**config.mk**
```make
export PLATFORM = sky130hd
export DESIGN_NAME = multicycle_control
export DESIGN_NICKNAME = d
export VERILOG_FILES = /design/src/rtl/multicycle_control.sv
export SDC_FILE = /design/constraint.sdc
export NUM_CORES = 1
export LEC_CHECK = 0
export BUFFER_PORTS_ARGS = -buffer_cell sky130_fd_sc_hd__buf_2
export CORE_MARGIN = 4
export CORE_UTILIZATION = 55
export DETAILED_ROUTE_END_ITERATION = 8
export GPL_TIMING_DRIVEN = 0
export PLACE_DENSITY_LB_ADDON = 0.3
export SYNTH_ARGS = -nofsm -noshare
export SYNTH_HDL_FRONTEND = slang
export SYNTH_SLANG_ARGS = --single-unit
```
**constraint.sdc**
```tcl
create_clock -name iCLK -period 2.6 [get_ports iCLK]
set_input_delay 0.52 -clock iCLK [delete_from_list [all_inputs] [get_ports iCLK]]
set_output_delay 0.52 -clock iCLK [all_outputs]
set_load 0.005 [all_outputs]
```
**src/rtl/multicycle_control.sv**
```systemverilog
// multicycle_control: multicycle RV32I-subset control FSM; build option ILLEGAL_TRAP_EN selects trap vs NOP on illegal instructions.
// Latency (zero-wait memory): R/I/store 4, load 5, branch/JAL/LUI 3 cycles; each memory wait cycle adds one.
// Backpressure: memory request held in FETCH/MEM_RD/MEM_WR until iMemReady; only oIRWrite/oPCWrite see iMemReady combinationally.
module multicycle_control #(
  parameter int INSTRET_W = 32
) (
  input  logic                 iCLK,
  input  logic                 iRST_N,
  input  logic [6:0]           iOpcode,
  input  logic [2:0]           iFunct3,
  input  logic                 iFunct7b5,
  input  logic                 iZero,
  input  logic                 iMemReady,
  output logic                 oMemReq,
  output logic                 oMemWrite,
  output logic                 oIorD,
  output logic                 oIRWrite,
  output logic                 oPCWrite,
  output logic                 oRegWrite,
  output logic [3:0]           oALUControl,
  output logic [1:0]           oALUSrcA,
  output logic [1:0]           oALUSrcB,
  output logic [1:0]           oResultSrc,
  output logic                 oIllegal,
  output logic [INSTRET_W-1:0] oInstret
);

  localparam logic [3:0] ALU_AND = 4'b0000;
  localparam logic [3:0] ALU_OR  = 4'b0001;
  localparam logic [3:0] ALU_ADD = 4'b0010;
  localparam logic [3:0] ALU_SUB = 4'b0110;
  localparam logic [3:0] ALU_SLT = 4'b0111;
  localparam logic [3:0] ALU_FWD = 4'b1000;

  localparam logic [6:0] OP_R     = 7'b0110011;
  localparam logic [6:0] OP_I     = 7'b0010011;
  localparam logic [6:0] OP_LOAD  = 7'b0000011;
  localparam logic [6:0] OP_STORE = 7'b0100011;
  localparam logic [6:0] OP_BR    = 7'b1100011;
  localparam logic [6:0] OP_JAL   = 7'b1101111;
  localparam logic [6:0] OP_LUI   = 7'b0110111;

  typedef enum logic [3:0] {
    S_FETCH, S_DECODE, S_EXEC_R, S_EXEC_I, S_ADDR, S_MEM_RD, S_MEM_WR,
    S_WB_ALU, S_WB_MEM, S_BRANCH, S_JAL, S_LUI, S_TRAP
  } state_t;

  state_t                r_state;
  state_t                w_next;
  state_t                w_nx_state;
  state_t                w_ill_tgt;
  logic                  w_retire;
  logic                  w_f3_alu_ok;
  logic                  w_f3_br_ok;
  logic                  w_br_take;
  logic [3:0]            w_alu_dec;
  logic [INSTRET_W-1:0]  r_instret;

  // Datapath controls decoded from the state being entered, so they come out of flops.
  logic                  w_memreq, w_memwrite, w_iord, w_regwrite;
  logic [3:0]            w_alu;
  logic [1:0]            w_srca, w_srcb, w_rs;
  logic                  r_memreq, r_memwrite, r_iord, r_regwrite;
  logic [3:0]            r_alu;
  logic [1:0]            r_srca, r_srcb, r_rs;

`ifdef ILLEGAL_TRAP_EN
  assign w_ill_tgt = S_TRAP;
`else
  assign w_ill_tgt = S_FETCH;
`endif

  assign w_f3_alu_ok = (iFunct3 == 3'b000) || (iFunct3 == 3'b010) ||
                       (iFunct3 == 3'b110) || (iFunct3 == 3'b111);
  assign w_f3_br_ok  = (iFunct3[2:1] == 2'b00);
  assign w_br_take   = (iFunct3 == 3'b000) ? iZero : ((iFunct3 == 3'b001) && !iZero);
  assign w_nx_state  = iRST_N ? w_next : S_FETCH;

  // ALU op for R/I execute; funct7b5 selects SUB only for register-register ops.
  always_comb begin
    w_alu_dec = ALU_ADD;
    case (iFunct3)
      3'b000:  w_alu_dec = (iOpcode == OP_R && iFunct7b5) ? ALU_SUB : ALU_ADD;
      3'b010:  w_alu_dec = ALU_SLT;
      3'b110:  w_alu_dec = ALU_OR;
      3'b111:  w_alu_dec = ALU_AND;
      default: w_alu_dec = ALU_ADD;
    endcase
  end

  // Next state and retire strobe; illegal paths retire nothing.
  always_comb begin
    w_next   = r_state;
    w_retire = 1'b0;
    case (r_state)
      S_FETCH:  w_next = iMemReady ? S_DECODE : S_FETCH;
      S_DECODE: begin
        case (iOpcode)
          OP_R:             w_next = S_EXEC_R;
          OP_I:             w_next = S_EXEC_I;
          OP_LOAD, OP_STORE: w_next = S_ADDR;
          OP_BR:            w_next = S_BRANCH;
          OP_JAL:           w_next = S_JAL;
          OP_LUI:           w_next = S_LUI;
          default:          w_next = w_ill_tgt;
        endcase
      end
      S_EXEC_R, S_EXEC_I: w_next = w_f3_alu_ok ? S_WB_ALU : w_ill_tgt;
      S_ADDR:   w_next = (iOpcode == OP_LOAD) ? S_MEM_RD : S_MEM_WR;
      S_MEM_RD: w_next = iMemReady ? S_WB_MEM : S_MEM_RD;
      S_MEM_WR: begin
        w_next   = iMemReady ? S_FETCH : S_MEM_WR;
        w_retire = iMemReady;
      end
      S_BRANCH: begin
        w_next   = w_f3_br_ok ? S_FETCH : w_ill_tgt;
        w_retire = w_f3_br_ok;
      end
      S_WB_ALU, S_WB_MEM, S_JAL, S_LUI: begin
        w_next   = S_FETCH;
        w_retire = 1'b1;
      end
      S_TRAP:   w_next = S_TRAP;
      default:  w_next = S_FETCH;
    endcase
  end

  // Control word for the state about to be entered.
  always_comb begin
    w_memreq   = 1'b0;
    w_memwrite = 1'b0;
    w_iord     = 1'b0;
    w_regwrite = 1'b0;
    w_alu      = ALU_ADD;
    w_srca     = 2'd0;
    w_srcb     = 2'd0;
    w_rs       = 2'd0;
    case (w_nx_state)
      S_FETCH:  begin w_memreq = 1'b1; w_srcb = 2'd2; end
      S_DECODE: begin w_srca = 2'd1; w_srcb = 2'd1; end
      S_EXEC_R: begin w_srca = 2'd2; w_srcb = 2'd0; w_alu = w_alu_dec; end
      S_EXEC_I: begin w_srca = 2'd2; w_srcb = 2'd1; w_alu = w_alu_dec; end
      S_ADDR:   begin w_srca = 2'd2; w_srcb = 2'd1; end
      S_MEM_RD: begin w_memreq = 1'b1; w_iord = 1'b1; end
      S_MEM_WR: begin w_memreq = 1'b1; w_iord = 1'b1; w_memwrite = 1'b1; end
      S_WB_ALU: begin w_regwrite = 1'b1; w_rs = 2'd0; end
      S_WB_MEM: begin w_regwrite = 1'b1; w_rs = 2'd1; end
      S_BRANCH: begin w_srca = 2'd2; w_srcb = 2'd0; w_alu = ALU_SUB; end
      S_JAL:    begin w_srca = 2'd1; w_srcb = 2'd2; w_rs = 2'd2; w_regwrite = 1'b1; end
      S_LUI:    begin w_srcb = 2'd1; w_alu = ALU_FWD; w_rs = 2'd2; w_regwrite = 1'b1; end
      default:  begin w_alu = ALU_AND; end
    endcase
  end

  // State and retired-instruction counter; reset abandons any instruction in flight.
  always_ff @(posedge iCLK) begin
    if (!iRST_N) begin
      r_state   <= S_FETCH;
      r_instret <= '0;
    end else begin
      r_state <= w_next;
      if (w_retire) r_instret <= r_instret + {{(INSTRET_W-1){1'b0}}, 1'b1};
    end
  end

  // Register the decoded control word alongside the state.
  always_ff @(posedge iCLK) begin
    r_memreq   <= w_memreq;
    r_memwrite <= w_memwrite;
    r_iord     <= w_iord;
    r_regwrite <= w_regwrite;
    r_alu      <= w_alu;
    r_srca     <= w_srca;
    r_srcb     <= w_srcb;
    r_rs       <= w_rs;
  end

`ifdef ILLEGAL_TRAP_EN
  logic r_illegal;
  // Sticky illegal flag, set on entry to TRAP and cleared only by reset.
  always_ff @(posedge iCLK) begin
    if (!iRST_N)               r_illegal <= 1'b0;
    else if (w_next == S_TRAP) r_illegal <= 1'b1;
  end
  assign oIllegal = iRST_N & r_illegal;
`else
  assign oIllegal = 1'b0;
`endif

  assign oMemReq     = iRST_N & r_memreq;
  assign oMemWrite   = iRST_N & r_memwrite;
  assign oIorD       = iRST_N & r_iord;
  assign oRegWrite   = iRST_N & r_regwrite;
  assign oALUControl = iRST_N ? r_alu  : 4'd0;
  assign oALUSrcA    = iRST_N ? r_srca : 2'd0;
  assign oALUSrcB    = iRST_N ? r_srcb : 2'd0;
  assign oResultSrc  = iRST_N ? r_rs   : 2'd0;
  assign oInstret    = iRST_N ? r_instret : '0;
  assign oIRWrite    = iRST_N & (r_state == S_FETCH) & iMemReady;
  assign oPCWrite    = iRST_N & (((r_state == S_FETCH) & iMemReady) |
                                 (r_state == S_JAL) |
                                 ((r_state == S_BRANCH) & w_br_take));

endmodule
```
==> implementation parameters <==
Parameter                              Value

Logic synthesis
  Cell type with the highest aggregate area in the netlist    sky130_fd_sc_hd__dfxtp_1
  Asr flop ratio synth    0%
  Mean Syn Cell Area    8.58 sq um
  Yosys warns    0
  Number of enable-type register cells in the synthesized netlist    0
  Dominant cells by area after synthesis    sky130_fd_sc_hd__dfxtp_1, sky130_fd_sc_hd__and2_1, sky130_fd_sc_hd__xnor2_1, sky130_fd_sc_hd__nand4_1, sky130_fd_sc_hd__nand2_1
  Post-Synthesis Net Count    362
  Summed instance area of the synthesized netlist    2970 sq um
  Gate Count Post-Synth    346
  Most used standard cells in the synthesized netlist    sky130_fd_sc_hd__and2_1, sky130_fd_sc_hd__dfxtp_1, sky130_fd_sc_hd__nand2_1, sky130_fd_sc_hd__nand4_1, sky130_fd_sc_hd__xnor2_1
  Top flip-flop cell by instance count after synthesis    sky130_fd_sc_hd__dfxtp_1
  Cell with the most instances after synthesis    sky130_fd_sc_hd__and2_1
  Number of storage elements in the synthesis netlist    50
  Proportion of netlist area held by the largest area contributor    33.7%
  Synth unique cells    61
  Part of the Yosys area used for sequential elements    33.7%

Global routing
  Via count of the first global-routing pass    2709
  Combined global-route utilization of all metal layers    24.2%
  Number of antenna violations at the first check in global routing    0
  GRT overflow    0
  Wire length of the first global-routing pass    12.6 mm
  Maximum number of pins on one net before global-route repair    16

Die
  DIE AREA    6640 sq um
  Height of the die    81.5 microns
  Std cell rows    26
  Core Box Area    5170 sq um
  Count of pins on the block boundary    64
  Chip Width    81.5 microns
  Initial Util    57.4%

Clock network
  CTS H-tree lvls    2
  Hold-fix buffers at CTS    0
  Clock insertion delay at the later pin of the skew report    0.31 ns
  Clock root cell    sky130_fd_sc_hd__clkbuf_8
  TritonCTS clock tree    done
  Clock buffer count from CTS    5
  Count of clock tree sinks    50
  Clock slew at the register clock pins of the worst setup and hold paths    0.10 ns
  Number of buffers between clock root and the deepest sink    2

Worst setup path
  Cell occurring most often along the worst timing path    sky130_fd_sc_hd__buf_4
  Worst path cell trace    buf_6 -> or3b_2 -> o21ai_1 -> a32o_2 -> nor3_2 -> buf_4 -> buf_4 -> buf_4 -> buf_4 -> buf_4 -> buf_4 -> buf_4 -> a311oi_2 -> a211oi_1
  Register-to-register path setup slack    0.04 ns
  Kind of start point of the critical path    register
  Crit end category    register
  Cell with the largest stage delay on the worst path    sky130_fd_sc_hd__or3b_2
  Max Fanout on Critical Path    8
  Start-to-end type of the worst setup path    register to register
  Worst endpoint required time    2.78 ns
  Largest incremental delay on the critical path    0.45 ns
  Data arrival time of the critical path    2.75 ns

Timing
  Pin slew with the least headroom to its limit    0.604 ns
  TNS Setup    0 ns
  Slew headroom    59.5%
  Final critical path time including I/O delays and setup    2.56 ns
  Number of endpoints failing setup at the final stage    0
  Final-layout worst hold slack    0.459 ns
  Final Slew Violations    0
  Count of final hold-check violations    0
  Post-route clock skew    0.0160 ns
  Final cycle utilization of the critical path    98.6%
  Highest Clock Rate    390 MHz

Final layout
  Area added between synthesis and finish    27.4%
  Net count, final    459
  Share of final-layout standard cells stronger than drive strength 1    32.0%
  Count of inserted antenna diode cells    0

Placed design
  Detailed placement HPWL    4.95 mm
  Routability congestion estimate    0.864
  Port Buffers    62

Routing
  Number of vias per cell    5.70
  DR WL/cell    15.3 microns
  Drc violations    0
  Via count    2929
  Total length of routed wires    7.86 mm
  Final antenna-violating net count    0
  First DRT Iteration DRCs    175
  TritonRoute pass-1 iters    5

Power and ir drop
  Pwr Total    1430 uW
  Peak ir drop on the vdd network    0.307 mV
  PwrDens    378 nW/um^2
  Lkg Pwr    0.00170 uW

Job
  Max-cap viol count    0

Run status
  Outcome    completed

Hold path
  Worst hold path class    input pin to register
==> power by group <==
group          switching, uW  internal (uW)  total (uW)
clock                    270            221         490
sequential              3.10            771         774
combinational           89.1           75.0         164
==> metrics by stage <==
step,area [sq um],utilization [%],setup slack [ns],cells
detailed placement,3370,65.1,-0.0790,478
global route,3780,73.1,-0.0850,514
CTS,3670,70.9,0.00486,505
finish,3780,73.1,0.0364,514
floorplan,2970,-,0.347,346
global placement,3370,65.1,-0.0737,478
==> final cells by class <==
type / instances / area [sq um]
buffer: 18 / 106
clock buffer: 7 / 86.3
clock inverter: 1 / 8.76
fill: 375 / 1390
inverter: 7 / 26.3
multi-input combinational: 270 / 1930
sequential: 50 / 1010
tap: 70 / 87.6
timing repair buffer: 91 / 528
==> worst max-delay path: cells and delay by family (launching register included) <==
kind | cells | cell delay, ns
AO/OA/AOI/OAI | 4 | 0.56
buffers and inverters | 8 | 1.01
AND/OR/NAND/NOR | 2 | 0.50
flip-flops | 1 | 0.37
==> timing repair <==
action | in CTS | in global routing
pin swaps | 8 | 6
resized for setup | 14 | 19
endpoints found under the setup margin | 1 | 2
setup buffers | 19 | 10
==> path summary, 6_finish.rpt <==
| check | startpoint | end | depth (start not counted) |
|---|---|---|---|
| setup reg to reg | r_state[0]$_DFF_P_ | r_srca[1]$_DFF_P_ | 14 |
| hold / removal | iFunct3[0] | r_alu[0]$_DFF_P_ | 2 |
| setup / recovery | r_state[0]$_DFF_P_ | r_srca[1]$_DFF_P_ | 14 |
| hold reg to reg | r_instret[25]$_SDFFE_PN0P_ | r_instret[25]$_SDFFE_PN0P_ | 2 |
==> registers in the layout, indices dropped and copies added, names as in the netlist <==
signal,count
r_instret,32
r_alu,4
r_state,4
r_rs,2
r_srca,2
r_srcb,2
r_iord,1
r_memreq,1
r_memwrite,1
r_regwrite,1
==> per-layer routing <==
metal / GRT usage (%) / wire [microns] / vias up
met5: 0 / 0 / -
met3: 4.61 / 468 / 25
met1: 31.4 / 3330 / 1392
li1: - / - / 1398
met4: 6.93 / 250 / 0
met2: 40.7 / 3810 / 114
==> cells by family (layout without fill, tap and decap cells) <==
family                   after synthesis  after routing  share of synthesized area, %
other                                  1              1                         0.126
multiplexers                           4              4                          1.47
flip-flops                            50             50                          33.7
buffers and inverters                 26            124                          4.00
AND/OR/NAND/NOR                      194            194                          42.3
AO/OA/AOI/OAI                         46             46                          10.9
XOR/XNOR                              24             24                          7.08
adder cells (fa/ha/maj)                1              1                         0.421
==> placed cells by master, fill, tap and decap left out, types with 6 or more instances in the layout <==
cell / synthesis / routed
sky130_fd_sc_hd__xor2_1: 9 / 9
sky130_fd_sc_hd__clkbuf_8: 0 / 6
sky130_fd_sc_hd__o21ai_0: 11 / 9
sky130_fd_sc_hd__nor2_1: 14 / 14
sky130_fd_sc_hd__buf_2: 5 / 63
sky130_fd_sc_hd__a21oi_1: 9 / 9
sky130_fd_sc_hd__nor2b_1: 9 / 8
sky130_fd_sc_hd__xnor2_1: 15 / 15
sky130_fd_sc_hd__clkbuf_1: 10 / 11
sky130_fd_sc_hd__nand2_1: 22 / 20
sky130_fd_sc_hd__buf_4: 4 / 33
sky130_fd_sc_hd__nand4_1: 15 / 15
sky130_fd_sc_hd__dfxtp_1: 50 / 46
sky130_fd_sc_hd__nand3_1: 12 / 10
sky130_fd_sc_hd__and2_1: 67 / 67
(Power assumes the default switching activity.)
